`src/rtl/mixer_seq_pkg.sv`:
```
// mixer_seq_pkg: shared widths, mixer register map and sequencer state encodings
package mixer_seq_pkg;
   localparam int MIXER_ADDR_W = 4;
   localparam int DATA_W       = 8;
   localparam logic [MIXER_ADDR_W-1:0] MIXER_PD   = 4'd0;
   localparam logic [MIXER_ADDR_W-1:0] MIXER_OTA  = 4'd1;
   localparam logic [MIXER_ADDR_W-1:0] MIXER_BUFF = 4'd2;
   localparam logic [1:0] LAST_STEP = 2'd2;
   typedef enum logic [2:0] {
      MSEQ_IDLE,
      MSEQ_WR,
      MSEQ_REL,
      MSEQ_SETTLE,
      MSEQ_FIN
   } mseq_state_e;
   typedef enum logic {
      DIR_UP,
      DIR_DOWN
   } mseq_dir_e;
endpackage

```
`src/rtl/mixer_seq_step_rom.sv`:
```
// mixer_seq_step_rom: maps (direction, step) to register address, value and settle time
module mixer_seq_step_rom
   import mixer_seq_pkg::*;
#(
   parameter int T_PD   = 100,
   parameter int T_OTA  = 50,
   parameter int T_BUFF = 10,
   parameter int CNT_W  = 16
) (
   input  mseq_dir_e               dir_i,
   input  logic [1:0]              step_i,
   input  logic [1:0]              buff_i,
   output logic [MIXER_ADDR_W-1:0] addr_o,
   output logic [1:0]              val_o,
   output logic [CNT_W-1:0]        settle_o
);
   logic [1:0] reg_sel;
   // power-down walks the same register list backwards; reg_sel 0/1/2 = PD/OTA/BUFF
   always_comb begin
      reg_sel  = (dir_i == DIR_UP) ? step_i : LAST_STEP - step_i;
      addr_o   = (reg_sel == 2'd0) ? MIXER_PD : (reg_sel == 2'd1) ? MIXER_OTA : MIXER_BUFF;
      settle_o = (reg_sel == 2'd0) ? CNT_W'(T_PD) : (reg_sel == 2'd1) ? CNT_W'(T_OTA) : CNT_W'(T_BUFF);
      val_o    = (dir_i == DIR_UP) ? ((reg_sel == 2'd0) ? 2'd0 : (reg_sel == 2'd1) ? 2'd1 : buff_i)
                                   : ((reg_sel == 2'd0) ? 2'd1 : 2'd0);
   end
endmodule

```
`src/rtl/mixer_seq.sv`:
```
// mixer_seq: sequences PD/OTA/BUFF mixer writes with settle delays for power-up/down
module mixer_seq
   import mixer_seq_pkg::*;
#(
   parameter int T_PD    = 100,
   parameter int T_OTA   = 50,
   parameter int T_BUFF  = 10,
   parameter int TIMEOUT = 16,
   parameter int CNT_W   = 16
) (
   input  logic                    clk,
   input  logic                    rst,
   input  logic                    up_req_i,
   input  logic                    down_req_i,
   input  logic [1:0]              buff_cfg_i,
   output logic                    busy_o,
   output logic                    done_o,
   output logic                    err_o,
   output logic                    powered_o,
   output logic                    m_valid_o,
   output logic [MIXER_ADDR_W-1:0] m_address_o,
   output logic [DATA_W-1:0]       m_wdata_o,
   output logic                    m_wstrb_o,
   input  logic                    m_ready_i
);
   mseq_state_e             state_q, state_d;
   mseq_dir_e               dir_q, dir_d;
   logic [1:0]              step_q, step_d, buff_q, buff_d;
   logic [CNT_W-1:0]        cnt_q, cnt_d;
   logic                    abort_q, abort_d, err_q, err_d, powered_q, powered_d;
   logic [MIXER_ADDR_W-1:0] rom_addr;
   logic [1:0]              rom_val;
   logic [CNT_W-1:0]        rom_settle;
   logic                    abort_now, advance;

   mixer_seq_step_rom #(
      .T_PD    (T_PD),
      .T_OTA   (T_OTA),
      .T_BUFF  (T_BUFF),
      .CNT_W   (CNT_W)
   ) u_rom (
      .dir_i    (dir_q),
      .step_i   (step_q),
      .buff_i   (buff_q),
      .addr_o   (rom_addr),
      .val_o    (rom_val),
      .settle_o (rom_settle)
   );

   // state and datapath registers; reset returns everything to idle immediately
   always_ff @(posedge clk or posedge rst) begin
      if (rst) begin
         state_q   <= MSEQ_IDLE;
         dir_q     <= DIR_UP;
         step_q    <= '0;
         buff_q    <= '0;
         cnt_q     <= '0;
         abort_q   <= 1'b0;
         err_q     <= 1'b0;
         powered_q <= 1'b0;
      end else begin
         state_q   <= state_d;
         dir_q     <= dir_d;
         step_q    <= step_d;
         buff_q    <= buff_d;
         cnt_q     <= cnt_d;
         abort_q   <= abort_d;
         err_q     <= err_d;
         powered_q <= powered_d;
      end
   end

   // next state: cnt counts WR cycles for the timeout, then settle cycles after REL
   always_comb begin
      state_d   = state_q;
      dir_d     = dir_q;
      step_d    = step_q;
      buff_d    = buff_q;
      cnt_d     = cnt_q;
      abort_d   = abort_q;
      err_d     = err_q;
      powered_d = powered_q;
      abort_now = (state_q == MSEQ_REL || state_q == MSEQ_SETTLE) && dir_q == DIR_UP && (abort_q || down_req_i);
      advance   = (state_q == MSEQ_REL && rom_settle == '0) || (state_q == MSEQ_SETTLE && cnt_q == CNT_W'(1));
      if (state_q == MSEQ_IDLE && (up_req_i || down_req_i)) begin
         state_d = MSEQ_WR;
         dir_d   = down_req_i ? DIR_DOWN : DIR_UP;
         step_d  = '0;
         cnt_d   = '0;
         err_d   = 1'b0;
         abort_d = 1'b0;
         buff_d  = down_req_i ? buff_q : buff_cfg_i;
      end else if (state_q == MSEQ_WR) begin
         abort_d = abort_q || (dir_q == DIR_UP && down_req_i);
         if (m_ready_i) begin
            state_d = MSEQ_REL;
         end else if (cnt_q == CNT_W'(TIMEOUT - 1)) begin
            state_d   = MSEQ_IDLE;
            err_d     = 1'b1;
            powered_d = 1'b0;
            abort_d   = 1'b0;
         end else begin
            cnt_d = cnt_q + CNT_W'(1);
         end
      end else if (abort_now) begin
         state_d = MSEQ_WR;
         dir_d   = DIR_DOWN;
         step_d  = '0;
         cnt_d   = '0;
         abort_d = 1'b0;
      end else if (advance) begin
         if (step_q == LAST_STEP) begin
            state_d   = MSEQ_FIN;
            powered_d = (dir_q == DIR_UP);
         end else begin
            state_d = MSEQ_WR;
            step_d  = step_q + 2'd1;
            cnt_d   = '0;
         end
      end else if (state_q == MSEQ_REL) begin
         state_d = MSEQ_SETTLE;
         cnt_d   = rom_settle;
      end else if (state_q == MSEQ_SETTLE) begin
         cnt_d = cnt_q - CNT_W'(1);
      end else if (state_q == MSEQ_FIN) begin
         state_d = MSEQ_IDLE;
      end
   end

   // outputs decoded from state; bus fields are zero whenever no write is offered
   always_comb begin
      m_valid_o   = (state_q == MSEQ_WR);
      m_wstrb_o   = m_valid_o;
      m_address_o = m_valid_o ? rom_addr : '0;
      m_wdata_o   = m_valid_o ? {{(DATA_W-2){1'b0}}, rom_val} : '0;
      busy_o      = (state_q == MSEQ_WR || state_q == MSEQ_REL || state_q == MSEQ_SETTLE);
      done_o      = (state_q == MSEQ_FIN);
      err_o       = err_q;
      powered_o   = powered_q;
   end
endmodule
```
`config.mk`:
```
export PLATFORM = sky130hd
export DESIGN_NAME = mixer_seq
export DESIGN_NICKNAME = d
export VERILOG_FILES = /design/src/rtl/mixer_seq_pkg.sv /design/src/rtl/mixer_seq_step_rom.sv /design/src/rtl/mixer_seq.sv
export SDC_FILE = /design/constraint.sdc
export NUM_CORES = 1
export LEC_CHECK = 0
export BUFFER_PORTS_ARGS = -buffer_cell sky130_fd_sc_hd__buf_2
export CORE_MARGIN = 10
export CORE_UTILIZATION = 50
export CTS_CLUSTER_DIAMETER = 40
export DETAILED_ROUTE_END_ITERATION = 12
export PLACE_DENSITY = 0.81
export SETUP_SLACK_MARGIN = 0.3
export SLEW_MARGIN = 20
export SYNTH_ARGS = -nofsm -noshare
export SYNTH_HDL_FRONTEND = slang
export SYNTH_SLANG_ARGS = --single-unit
```
`constraint.sdc`:
```
create_clock -name clk -period 5.6 [get_ports clk]
set_input_delay 0.28 -clock clk [delete_from_list [all_inputs] [get_ports clk]]
set_output_delay 0.28 -clock clk [all_outputs]
set_load 0.01 [all_outputs]
```
==> results.yml, run 1 <==
floorplanning:
  die-area_mm2: 0.00726
  core.rowCount: 23
  chip_width_um: 85.2
  initial_util_pct: 52.4
  io_pins: 25
  die_y_extent_um: 85.2
  fp.coreArea_mm2: 0.00406
clocking:
  cts_max_level: 1
  post_cts_resized: 0
  clkSlewWorstSetupHoldPaths_ns: 0.10
  worstSkewPairLatency_ns: 0.28
  cts_setup_buffers: 0
  numClockSinks: 27
  cts.hold.buffers_added: 0
  clock_tree.root_cell: "clkbuf_8"
  tritoncts: "built"
  tritoncts.num_buffers: 3
  clk_path_buf_depth: 2
grt:
  grt_start_max_net_pins: 28
  grtUsageTotal_pct: 14.5
  via_count_of_the_first_global_routing_pass: 1847
  gr-total-overflow: 0
  grt_antenna_before_repair: 0
  grt_pass1_wl_um: 8960
placement:
  postPlaceCellArea_mm2: 0.00212
  place_hpwl_um: 3870
  routabilityCongestion: 0.916
  placement.io_buffers: 16
critical_path:
  timing.critical_path.slowest_cell_delay_ns: 0.68
  worstSetupPathType: "reg -> reg"
  worst_path_dominant_cell_family: "simple AND/OR/NAND/NOR gates"
  setup.worst_path.start_class: "register"
  timing.critical_path.buf_inv: 1
  worstPathMaxFanout: 15
  crit_end_element: "register"
  critical_path.most_common_cell: "o21ai_0"
  critical_path_required_ns: 5.81
  critical-path-slowest-cell: "or3b_2"
  worst_ep_arrival_time_ns: 3.29
  crit_chain: "or3b_2, inv_1, nand2_1, o311ai_4, or2_1, o21ai_0, o21ai_0"
cells_and_area:
  nNetsFinal: 274
  areaGrowthSynthToFinish_pct: 2.06
  antenna_cells: 0
  finish.instance_area_mm2: 0.00217
  drive_above_1_share_pct: 16.0
sta:
  hold-worst-slack_ns: 0.0423
  fin_crit_sh_pct: 54.9
  setup_repair_after_global_routing_missed_its_margin: "false"
  finalSetupTns_ns: 0
  finalCriticalPeriod_ns: 3.08
  clock.fmax_ghz: 0.325
  slew_worst_pin_ns: 0.929
  finalHoldViolations: 0
  final.setup_skew_ns: 0.00526
  report.final.setup_viol: 0
  drv_slew: 0
  relative_slew_slack_pct: 37.5
yosys:
  gate_count_after_technology_mapping: 261
  netlist_area_mm2: 0.00213
  yosysWarningCount: 0
  synth_seq_area_share_pct: 31.8
  synth.avg_cell_area_um2: 8.14
  ys_types: 58
  yosys_register_bits: 27
  postSynth.asyncResetShare_pct: 100
  number_of_flops_mapped_to_enable_cells_by_yosys: 0
  postSynth.topFlopCell: "dfrtp_1"
detailed_routing:
  via_count: 1971
  drtAntennaViolNets: 0
  drt-initial-drc-count: 241
  routed_wirelength_um: 5270
  vias_per_cell: 6.32
  drt_pre_antenna_iters: 6
  wire_per_inst_um: 16.9
  post-route-drc-count: 0
power_and_ir_drop:
  power_frac_comb_pct: 58.3
  vdd.ir_drop.worst_uv: 312
  power.clock.fraction_pct: 9.4
  power.switching_mw: 0.628
  power.switching_fraction_pct: 50.5
  p_int_mw: 0.615
  seq_power_share_pct: 32.2
  power.leakage_nw: 0.972
  power_per_cell_area_mw_per_mm2: 573
flow_run:
  cap_viol_max_count: 0
status:
  outcome: "complete, no violations"
hold_path:
  hold_path_class: "in -> async"
-- state kept, by name, indices dropped and copies added (netlist names) --
name / count
powered_o: 1
dir_q: 1
state_q: 3
abort_q: 1
buff_q: 2
step_q: 2
err_o: 1
cnt_q: 16
-- cells in the mapped netlist (5+ instances only) --
cell type,n,area (um^2)
nor2_1,36,135
dfrtp_1,27,676
nand2_1,17,63.8
o21ai_0,14,70.1
nor3_1,13,65.1
a21oi_1,11,55.1
buf_4,10,75.1
inv_1,9,33.8
clkbuf_1,8,30.0
a31oi_1,6,37.5
nand3_1,6,30.0
nor4_1,5,31.3
o31ai_1,5,37.5
or3_1,5,31.3
xnor2_1,5,43.8
-- cell families (layout without fill, tap and decap cells) --
family	after synthesis	after routing	synth area share, %
other cells	1	8	0.176
mux	3	3	1.53
simple gates	121	121	31.4
flops	27	27	31.8
xor+xnor	5	5	2.06
fa+ha+maj	4	4	2.35
compound gates	65	65	21.1
buf+inv	35	29	9.59
-- worst register-to-register path, stage by stage, from the launching register on --
cell and delay [ns]:
dfrtp_1 0.54, or3b_2 0.68, inv_1 0.43, nand2_1 0.23, o311ai_4 0.44, or2_1 0.43
o21ai_0 0.16, o21ai_0 0.09
-- cells in the final DEF (no fill, tap or decap), drive strengths merged, types with 6 or more instances in the layout --
master  Yosys  layout
inv         9       9
a31oi       6       6
a21oi      12      12
nand3       7       7
nor2       37      37
nor3       15      15
dfrtp      27      27
nand2      17      17
conb        1       8
o21ai      15      15
and3        6       6
nor4        7       7
buf        18      16
-- through the flow --
| stage | cells | power (mW) | setup WS (ns) | util [%] |
|---|---|---|---|---|
| global route | 312 | 1.36 | 2.33 | 53.5 |
| detailed placement | 308 | 1.12 | 2.58 | 52.4 |
| floorplan | 268 | 1.00 | 3.09 | - |
| finish | 312 | 1.24 | 2.52 | 53.5 |
| global placement | 308 | 1.10 | 2.65 | 52.4 |
| CTS | 312 | 1.24 | 2.58 | 53.5 |
-- metal layers --
layer	track usage, %	wire (um)
met2	22.5	2360
met5	0	0
met3	4.49	464
met4	2.99	62
met1	19.2	2390
-- final timing paths --
check                              start  cells past startpoint  slack (ns)   endpoint
setup / recovery              state_q[1]                      7        2.52   cnt_q[9]
setup reg to reg              state_q[1]                      7        2.52   cnt_q[9]
min in group clk           buff_cfg_i[0]                      2        0.23  buff_q[0]
hold / removal                       rst                      2        0.04   cnt_q[0]
hold reg to reg                    err_o                      1        0.51      err_o
max in group asynchronous            rst                      2        5.17   cnt_q[1]
-- cell type report --
type / count / area, um^2
Fill cell: 394 / 1890
Multi-Input combinational cell: 206 / 1270
Sequential cell: 27 / 676
Timing Repair Buffer: 16 / 80.1
Tap cell: 50 / 62.6
Clock buffer: 4 / 45.0
Inverter: 9 / 33.8
-- power groups by stage --
stage | sequential, mW | combinational, mW | clock, mW
after floorplan | 0.326 | 0.675 | 0
after global placement | 0.398 | 0.706 | 0
after detailed placement | 0.399 | 0.718 | 0
after CTS | 0.397 | 0.720 | 0.119
after global routing | 0.416 | 0.812 | 0.128
final | 0.401 | 0.725 | 0.117
Power figures use the tool's default switching activity.
==> inputs of run 2 (changes only) <==
- clock period: 5.6 -> 3.1 ns (I/O delays scaled with it)
==> run 2 against run 1 <==
Compared with the run above:
- global-route usage up 0.26 points
- critical endpoint is now cnt_q[11]
- clock skew up 0.0017 ns
- wire length up 5.3%
- sequential cell count unchanged
- core utilization up 2.3 points
- register-to-register slack worse by 2.1 ns
- largest power group unchanged
- cell count up 2.9%
- clock-buffer cell count unchanged
- clock power up 80%
- critical path depth up 1
- highest routed layer unchanged
==> results.yml, run 2 (synthesis results as in run 1) <==
status:
  outcome: "complete, no violations"
power_and_ir_drop:
  power.switching_fraction_pct: 50.3
  power.clock.fraction_pct: 8.9
  seq_power_share_pct: 28.8
  p_int_mw: 1.18
  power.switching_mw: 1.20
  power_per_cell_area_mw_per_mm2: 1050
  vdd.ir_drop.worst_uv: 529
  power_frac_comb_pct: 62.3
  power.leakage_nw: 1.03
grt:
  grt_pass1_wl_um: 9100
  grt_antenna_before_repair: 0
  via_count_of_the_first_global_routing_pass: 2011
  grtUsageTotal_pct: 14.8
  gr-total-overflow: 0
  grt_start_max_net_pins: 28
detailed_routing:
  routed_wirelength_um: 5550
  vias_per_cell: 6.39
  drt_pre_antenna_iters: 5
  wl_met1_um: 2480
  met2_length_um: 2560
  highest-signal-layer: "met4"
  via_count: 2052
  drt-initial-drc-count: 333
  drtAntennaViolNets: 0
  met3RoutedLength_um: 401
  post-route-drc-count: 0
  wire_per_inst_um: 17.3
cells_and_area:
  mostFrequentLayoutCell: "nor2_1"
  drive_above_1_share_pct: 19.6
  nNetsFinal: 283
  antenna_cells: 0
  final_cells: 321
  areaGrowthSynthToFinish_pct: 6.36
  regMostFlops: "cnt_q"
  top_regs: "cnt_q x16, state_q x3"
  layout.area.seq_um2: 676
  finish.instance_area_mm2: 0.00226
  number_of_flip_flops_under_the_largest_register_name: 16
  multiInputGateArea_mm2: 0.00129
  mostFrequentLayoutCells: "nor2_1, dfrtp_1, nand2_1"
  filler_cell_count: 379
sta:
  relative_slew_slack_pct: 52.1
  fin_crit_sh_pct: 85.7
  setup_repair_after_global_routing_missed_its_margin: "false"
  slew_worst_pin_ns: 0.714
  clock.fmax_ghz: 0.376
  hold-worst-slack_ns: 0.104
  finalHoldViolations: 0
  report.final.setup_viol: 0
  drv_slew: 0
  finalSetupTns_ns: 0
  finalCriticalPeriod_ns: 2.66
  final.setup_skew_ns: 0.00700
critical_path:
  timing.critical_path.buf_inv: 2
  worst_path_dominant_cell_family: "simple AND/OR/NAND/NOR gates"
  critical-path-slowest-cell: "or3b_2"
  timing.critical_path.slowest_cell_delay_ns: 0.64
  crit_end_element: "register"
  crit_chain: "or3b_2, inv_1, buf_4, or3_1, nor4_1, a31o_2, or4_1, a31oi_1"
  r2r_start: "state_q[0]"
  critical_path_required_ns: 3.31
  worst_ep_arrival_time_ns: 2.87
  worstPathMaxFanout: 14
  worstSetupPathType: "reg -> reg"
  crit_start: "state_q[0]"
  setup.worst_path.start_class: "register"
clocking:
  cts_max_level: 1
  tritoncts.num_buffers: 3
  clk_path_buf_depth: 2
  numClockSinks: 27
  clkSlewWorstSetupHoldPaths_ns: 0.10
  clock_tree.root_cell: "clkbuf_8"
  tritoncts: "built"
  worstSkewPairLatency_ns: 0.28
placement:
  placedCellCount: 314
  postPlaceCellArea_mm2: 0.00217
  place_hpwl_um: 3950
  routabilityCongestion: 0.958
  placement.io_buffers: 16
floorplanning:
  core.rowCount: 23
  die-area_mm2: 0.00726
  die_y_extent_um: 85.2
  fp.coreArea_mm2: 0.00406
  io_pins: 25
  chip_width_um: 85.2
  initial_util_pct: 52.4
hold_path:
  hold_path_class: "in -> reg"
  hold_start: "buff_cfg_i[0]"
flow_run:
  cap_viol_max_count: 0
==> run 2: changes by cell type in the layout (fill, tap and decap cells not counted), sizes merged <==
cell / previous run / this run
dlygate4sd3: 0 / 1
buf: 16 / 24
==> run 2: path summary, 6_finish.rpt <==
check	end	slack, ns	cells past startpoint
worst max-delay path	cnt_q[11]	0.44	8
worst min-delay path	buff_q[0]	0.10	2
worst max register to register	cnt_q[11]	0.44	8
worst min register to register	err_o	0.50	1
max in group asynchronous	powered_o	2.24	3
min in group asynchronous	cnt_q[3]	0.47	3
==> run 2: area by class of cell <==
class	instances	share of cell area [%]
clock buffer	4	1.99
sequential	27	29.9
tap	50	2.77
timing repair buffer	25	6.64
multi-input combinational	206	57.2
inverter	9	1.49
==> run 2: power groups by stage <==
stage,logic [mW],clock network [mW],registers [mW]
6_report,1.48,0.211,0.686
5_1_grt,1.63,0.228,0.708
4_1_cts,1.40,0.216,0.679
3_5_place_dp,1.39,0,0.686
3_3_place_gp,1.36,0,0.676
2_1_floorplan,1.22,0,0.590
==> run 2: metal layers <==
layer,up-vias,global-route usage [%]
met1,976,17.7
li1,962,-
met2,94,24.1
met3,20,4.49
met4,0,5.54
met5,-,0
==> run 2: timing repair <==
item,in CTS,in global routing
buffers inserted,0,2
hold buffers,0,1
resized for setup,0,4
endpoints found under the setup margin,0,14
hold endpoints to repair,0,27
==> run 2: through the flow <==
step | power [mW] | utilization [%] | worst slack [ns]
after floorplan | 1.81 | - | 0.593
after global routing | 2.56 | 55.7 | 0.314
after global placement | 2.04 | 53.5 | 0.387
after detailed placement | 2.08 | 53.5 | 0.331
after CTS | 2.30 | 54.6 | 0.306
final | 2.38 | 55.7 | 0.442
